File: src/rtl/hazard_pipe.sv
// Hazard tracker for an in-order pipeline: per-stage {valid, a3, tnew}, stall decision and forwarding selects.
// Optional stall statistics counter enabled by defining HAZARD_PIPE_STATS_EN.
module hazard_pipe #(
  parameter int DEPTH = 3,
  parameter int DW    = 32,
  parameter int AW    = 5,
  parameter int TW    = 2
) (
  input  logic                clk,
  input  logic                reset,
  input  logic                d_valid,
  input  logic [AW-1:0]       d_a3,
  input  logic [TW-1:0]       d_tnew,
  input  logic [AW-1:0]       d_rs,
  input  logic [AW-1:0]       d_rt,
  input  logic [TW-1:0]       d_tuse_rs,
  input  logic [TW-1:0]       d_tuse_rt,
  input  logic                flush,
  input  logic [DEPTH*DW-1:0] stage_res,
  output logic                stall,
  output logic [3:0]          fwd_rs_sel,
  output logic [3:0]          fwd_rt_sel,
  output logic [DW-1:0]       fwd_rs_data,
  output logic [DW-1:0]       fwd_rt_data,
  output logic                fwd_rs_pend,
  output logic                fwd_rt_pend,
  output logic [DEPTH-1:0]    stage_valid,
  output logic [DEPTH*AW-1:0] stage_a3,
  output logic [31:0]         stall_cnt
);

  typedef struct packed {
    logic          stall;
    logic [3:0]    sel;
    logic          pend;
    logic [DW-1:0] data;
  } src_res_t;

  // Index k holds stage k+1 (E, M, W, ...).
  logic [DEPTH-1:0] valid_q;
  logic [AW-1:0]    a3_q   [DEPTH];
  logic [TW-1:0]    tnew_q [DEPTH];

  src_res_t rs_res, rt_res;

  // NOTE: the small tracking array is fully reset; a stale a3/tnew in a bubble would otherwise be harmless,
  // but clearing it keeps stage_a3 deterministic and matches flush behaviour.
  always_ff @(posedge clk or negedge reset) begin
    if (!reset) begin
      valid_q <= '0;
      for (int k = 0; k < DEPTH; k++) begin
        a3_q[k]   <= '0;
        tnew_q[k] <= '0;
      end
    end else if (flush) begin
      valid_q <= '0;
      for (int k = 0; k < DEPTH; k++) begin
        a3_q[k]   <= '0;
        tnew_q[k] <= '0;
      end
    end else begin
      if (stall) begin
        valid_q[0] <= 1'b0;
        a3_q[0]    <= '0;
        tnew_q[0]  <= '0;
      end else begin
        valid_q[0] <= d_valid;
        a3_q[0]    <= d_a3;
        tnew_q[0]  <= d_tnew;
      end
      for (int k = 1; k < DEPTH; k++) begin
        valid_q[k] <= valid_q[k-1];
        a3_q[k]    <= a3_q[k-1];
        tnew_q[k]  <= (tnew_q[k-1] == '0) ? '0 : tnew_q[k-1] - TW'(1);
      end
    end
  end

  // Only the youngest (lowest-numbered) matching producer decides the outcome for a source.
  function automatic src_res_t resolve(input logic [AW-1:0] src, input logic [TW-1:0] tuse);
    src_res_t r;
    logic     found;
    r     = '0;
    found = 1'b0;
    for (int k = 0; k < DEPTH; k++) begin
      if (!found && valid_q[k] && (a3_q[k] != '0) && (a3_q[k] == src)) begin
        found = 1'b1;
        if (tnew_q[k] > tuse) begin
          r.stall = 1'b1;
        end else if (tnew_q[k] == '0) begin
          r.sel  = 4'(k + 1);
          r.data = stage_res[k*DW +: DW];
        end else begin
          r.pend = 1'b1;
        end
      end
    end
    return r;
  endfunction

  // NOTE: every output of this block is assigned on every path, so no latch can be inferred.
  always_comb begin
    rs_res      = resolve(d_rs, d_tuse_rs);
    rt_res      = resolve(d_rt, d_tuse_rt);
    stall       = d_valid & (rs_res.stall | rt_res.stall);
    fwd_rs_sel  = rs_res.sel;
    fwd_rs_data = rs_res.data;
    fwd_rs_pend = rs_res.pend;
    fwd_rt_sel  = rt_res.sel;
    fwd_rt_data = rt_res.data;
    fwd_rt_pend = rt_res.pend;
  end

  assign stage_valid = valid_q;

  for (genvar g = 0; g < DEPTH; g++) begin : g_a3
    assign stage_a3[g*AW +: AW] = a3_q[g];
  end

`ifdef HAZARD_PIPE_STATS_EN
  logic [31:0] stall_cnt_q;

  always_ff @(posedge clk or negedge reset) begin
    if (!reset) begin
      stall_cnt_q <= '0;
    end else if (stall && !flush && (stall_cnt_q != 32'hFFFF_FFFF)) begin
      stall_cnt_q <= stall_cnt_q + 32'd1;
    end
  end

  assign stall_cnt = stall_cnt_q;
`else
  assign stall_cnt = '0;
`endif

endmodule

File: config.mk
export PLATFORM = sky130hd
export DESIGN_NAME = hazard_pipe
export DESIGN_NICKNAME = d
export VERILOG_FILES = /design/src/rtl/hazard_pipe.sv
export SDC_FILE = /design/constraint.sdc
export NUM_CORES = 1
export LEC_CHECK = 0
export ABC_AREA = 1
export CORE_MARGIN = 2
export CORE_UTILIZATION = 43
export CTS_CLUSTER_DIAMETER = 50
export DETAILED_ROUTE_END_ITERATION = 6
export PLACE_DENSITY = 0.95
export SKIP_LAST_GASP = 1
export SYNTH_ARGS = -nofsm -noshare
export SYNTH_HDL_FRONTEND = slang
export SYNTH_SLANG_ARGS = --single-unit
File: constraint.sdc
create_clock -name clk -period 4.3 [get_ports clk]
set_clock_uncertainty 0.2 [all_clocks]
set_input_delay 0.86 -clock clk [delete_from_list [all_inputs] [get_ports clk]]
set_output_delay 0.86 -clock clk [all_outputs]
set_load 0.005 [all_outputs]
==> results.py <==
metrics = {
    "critical_path": {
        "rr_worst_depth": 12,
        "cp-startpoint": "d_tuse_rs[1]",
        "worstPathArrival_ns": 3.24,
        "cp_max_fo": 16,
        "endpoint_kind": "primary output",
        "critPathRequiredTime_ns": 3.24,
        "rrSetupSlack_ns": 2.03,
        "r2r-start": "stage_a3[0]",
        "crit_type": "in -> out",
        "critPathLaunchType": "primary input",
        "endpoint": "fwd_rs_data[12]",
        "r2r_end": "tnew_q[5]",
    },
    "synth": {
        "synthArstFlopShare": 1.00,
        "ys_types": 34,
        "synth_edf_count": 0,
        "yosys_warnings": 0,
        "syn_area_um2": 4280,
        "syn_area_per_cell_um2": 5.41,
        "synth_ff_type": "dfrtp_1",
        "synth_seq_cells": 24,
        "synth_cells": 791,
        "ys_seq_area_frac": 0.140,
    },
    "global_route": {
        "grt_pass1_vias": 5468,
        "grt_pass1_wl_mm": 26.9,
        "grt_max_degree": 39,
        "grt_usage": 0.300,
        "gr-total-overflow": 0,
        "antenna_found_initial": 0,
    },
    "sta": {
        "finalCritPeriodShare": 1.00,
        "fin_setup_tns_ns": 0,
        "relSlewSlack": 0.308,
        "final.min_clock_period_ns": 4.30,
        "fmaxAchievable_mhz": 233,
        "finalHoldViolCount": 0,
        "tightest_slew_ns": 1.03,
        "setup_violations": 0,
        "grt_setup_unrepaired": "true",
        "holdWs_ns": 0.275,
        "drv_slew": 0,
    },
    "finish": {
        "antenna_cells": 0,
        "fin_nets": 1138,
        "final_area_um2": 6860,
        "num-fill-cells": 780,
        "layout-drive-gt1-share": 0.0827,
        "post-route-util": 0.706,
        "syn2layout_area_growth_pct": 60.3,
    },
    "hold_path": {
        "hp-class": "reg -> reg",
        "holdPathStages": 1,
    },
    "die": {
        "start_util": 0.440,
        "ioPinCount": 246,
        "num_rows": 36,
        "die_w_um": 104,
        "core_area_um2": 9730,
        "dieArea_um2": 10800,
        "die_y_um": 104,
    },
    "cts": {
        "htree_num_levels": 1,
        "cts_root_buf": "clkbuf_8",
        "clock_path_buffers": 2,
        "cts.sinks": 24,
        "insertion_delay_ns": 0.26,
        "cts_tree": "yes",
        "clk_pin_slew_ns": 0.08,
        "cts-hold-fix-buffers": 0,
        "cts_made_buffers": 3,
    },
    "pwr": {
        "p_int_uw": 521,
        "power_density_nw_per_um2": 113,
        "power_leakage_uw": 0.00372,
        "p_comb_frac": 0.431,
        "switching_power_uw": 254,
        "max-vdd-ir-drop_mv": 0.239,
        "seqPwrFrac": 0.319,
        "total_power_uw": 775,
        "clkPwrFrac": 0.251,
        "sw_frac_of_total": 0.327,
    },
    "detailed_routing": {
        "drt-pass1-iter-count": 6,
        "wl_per_cell_um": 15.4,
        "antenna_left": 0,
        "wirelength_mm": 17.5,
        "viasPerCell": 5.26,
        "vias": 5983,
        "drc": 0,
        "drtIter0Drc": 516,
    },
    "placed_design": {
        "place.port_buffers": 209,
        "gp_congestion": 0.945,
        "place_hpwl_mm": 13.1,
        "placed_area_um2": 6580,
    },
    "run": {
        "maxCapViolCount": 0,
    },
    "outcome": {
        "status": "completed",
    },
}
worst max-delay path, stage by stage:
cell             delay [ns]
clkdlybuf4s50_1        0.47
inv_2                  0.08
ha_4                   0.24
inv_2                  0.06
o21bai_1               0.08
o21ai_1                0.09
inv_1                  0.10
nor2_4                 0.26
inv_6                  0.14
nor2_2                 0.10
a21oi_1                0.04
o21ai_0                0.07
buf_4                  0.15
clkdlybuf4s50_1        0.49
sequential cells by signal, indices dropped and copies added, names as in the netlist:
name / count
stage_a3: 15
tnew_q: 6
stage_valid: 3
cells in the mapped netlist (2+ instances only):
master / count / area (um^2)
o311ai_0: 2 / 17.5
nand2_2: 2 / 12.5
ha_1: 12 / 150
xor2_1: 10 / 87.6
nor3_1: 4 / 20.0
buf_2: 10 / 50.1
o21ai_0: 16 / 80.1
nor2_4: 2 / 22.5
nor3_4: 2 / 32.5
o21ai_1: 12 / 60.1
nand3_1: 142 / 711
nor2_1: 92 / 345
nand4_1: 19 / 119
inv_1: 127 / 477
dfrtp_1: 24 / 601
buf_4: 44 / 330
nand2_1: 196 / 736
xnor2_1: 4 / 35.0
clkbuf_1: 18 / 67.6
nand3_4: 2 / 35.0
buf_6: 3 / 33.8
a21oi_1: 23 / 115
nand3_2: 2 / 20.0
nor2_2: 4 / 25.0
inv_2: 10 / 37.5
repair_timing:
| item | 4_1_cts | 5_1_grt |
|---|---|---|
| buffers inserted | 0 | 3 |
| pin swaps | 0 | 7 |
| endpoints found under the setup margin | 23 | 66 |
| resized for setup | 8 | 39 |
| cloned | 0 | 2 |
layout make-up:
cell class,count,area (um^2),area share
Multi-Input combinational cell,588,2870,0.419
Timing Repair Buffer,250,2630,0.382
Sequential cell,24,601,0.0875
Inverter,138,527,0.0767
Tap cell,133,166,0.0242
Clock buffer,3,41.3,0.00602
Clock inverter,1,30.0,0.00437
worst min path at each step:
stage / startpoint / slack, ns / to
floorplan: tnew_q[2] / 0.23 / tnew_q[0]
global route: tnew_q[2] / 0.31 / tnew_q[0]
finish: tnew_q[2] / 0.27 / tnew_q[0]
CTS: tnew_q[2] / 0.26 / tnew_q[0]
global placement: tnew_q[2] / 0.24 / tnew_q[0]
detailed placement: tnew_q[2] / 0.25 / tnew_q[0]
through the flow:
step | setup WS, ns | std cells
global route | -0.133 | 1137
global placement | -0.0289 | 1128
CTS | 0.00858 | 1132
finish | 0.00171 | 1137
detailed placement | -0.0210 | 1128
floorplan | 1.06 | 826
layer usage:
metal,vias to the layer above,GRT usage,part of all wire
met5,-,0,0
met3,63,0.0289,0.089
met2,383,0.535,0.49
li1,2834,-,-
met1,2703,0.368,0.38
met4,0,0.126,0.038
cell families after synthesis:
family,after synthesis,share of synthesized area
buf+inv,214,0.234
other cells,1,0.000876
compound gates,57,0.0710
flops,24,0.140
xor+xnor,14,0.0286
simple gates,469,0.490
fa+ha+maj,12,0.0351
power by group through the flow:
stage	logic [uW]	registers, uW	clock network (uW)
6_report	334	247	194
5_1_grt	362	248	204
4_1_cts	318	246	196
3_5_place_dp	315	251	0
3_3_place_gp	309	250	0
2_1_floorplan	153	247	0
placed cells by master, fill, tap and decap left out, drive strengths merged, types with 6 or more instances in the layout:
master,n
inv,137
xor2,10
ha,12
dfrtp,24
nand3,146
o21ai,28
nor2,98
nand2,198
dlymetal6s2s,18
a21oi,23
nor3,6
conb,36
clkdlybuf4s50,190
nand4,20
buf,39
Note: power is estimated with default switching activity, not from simulation.
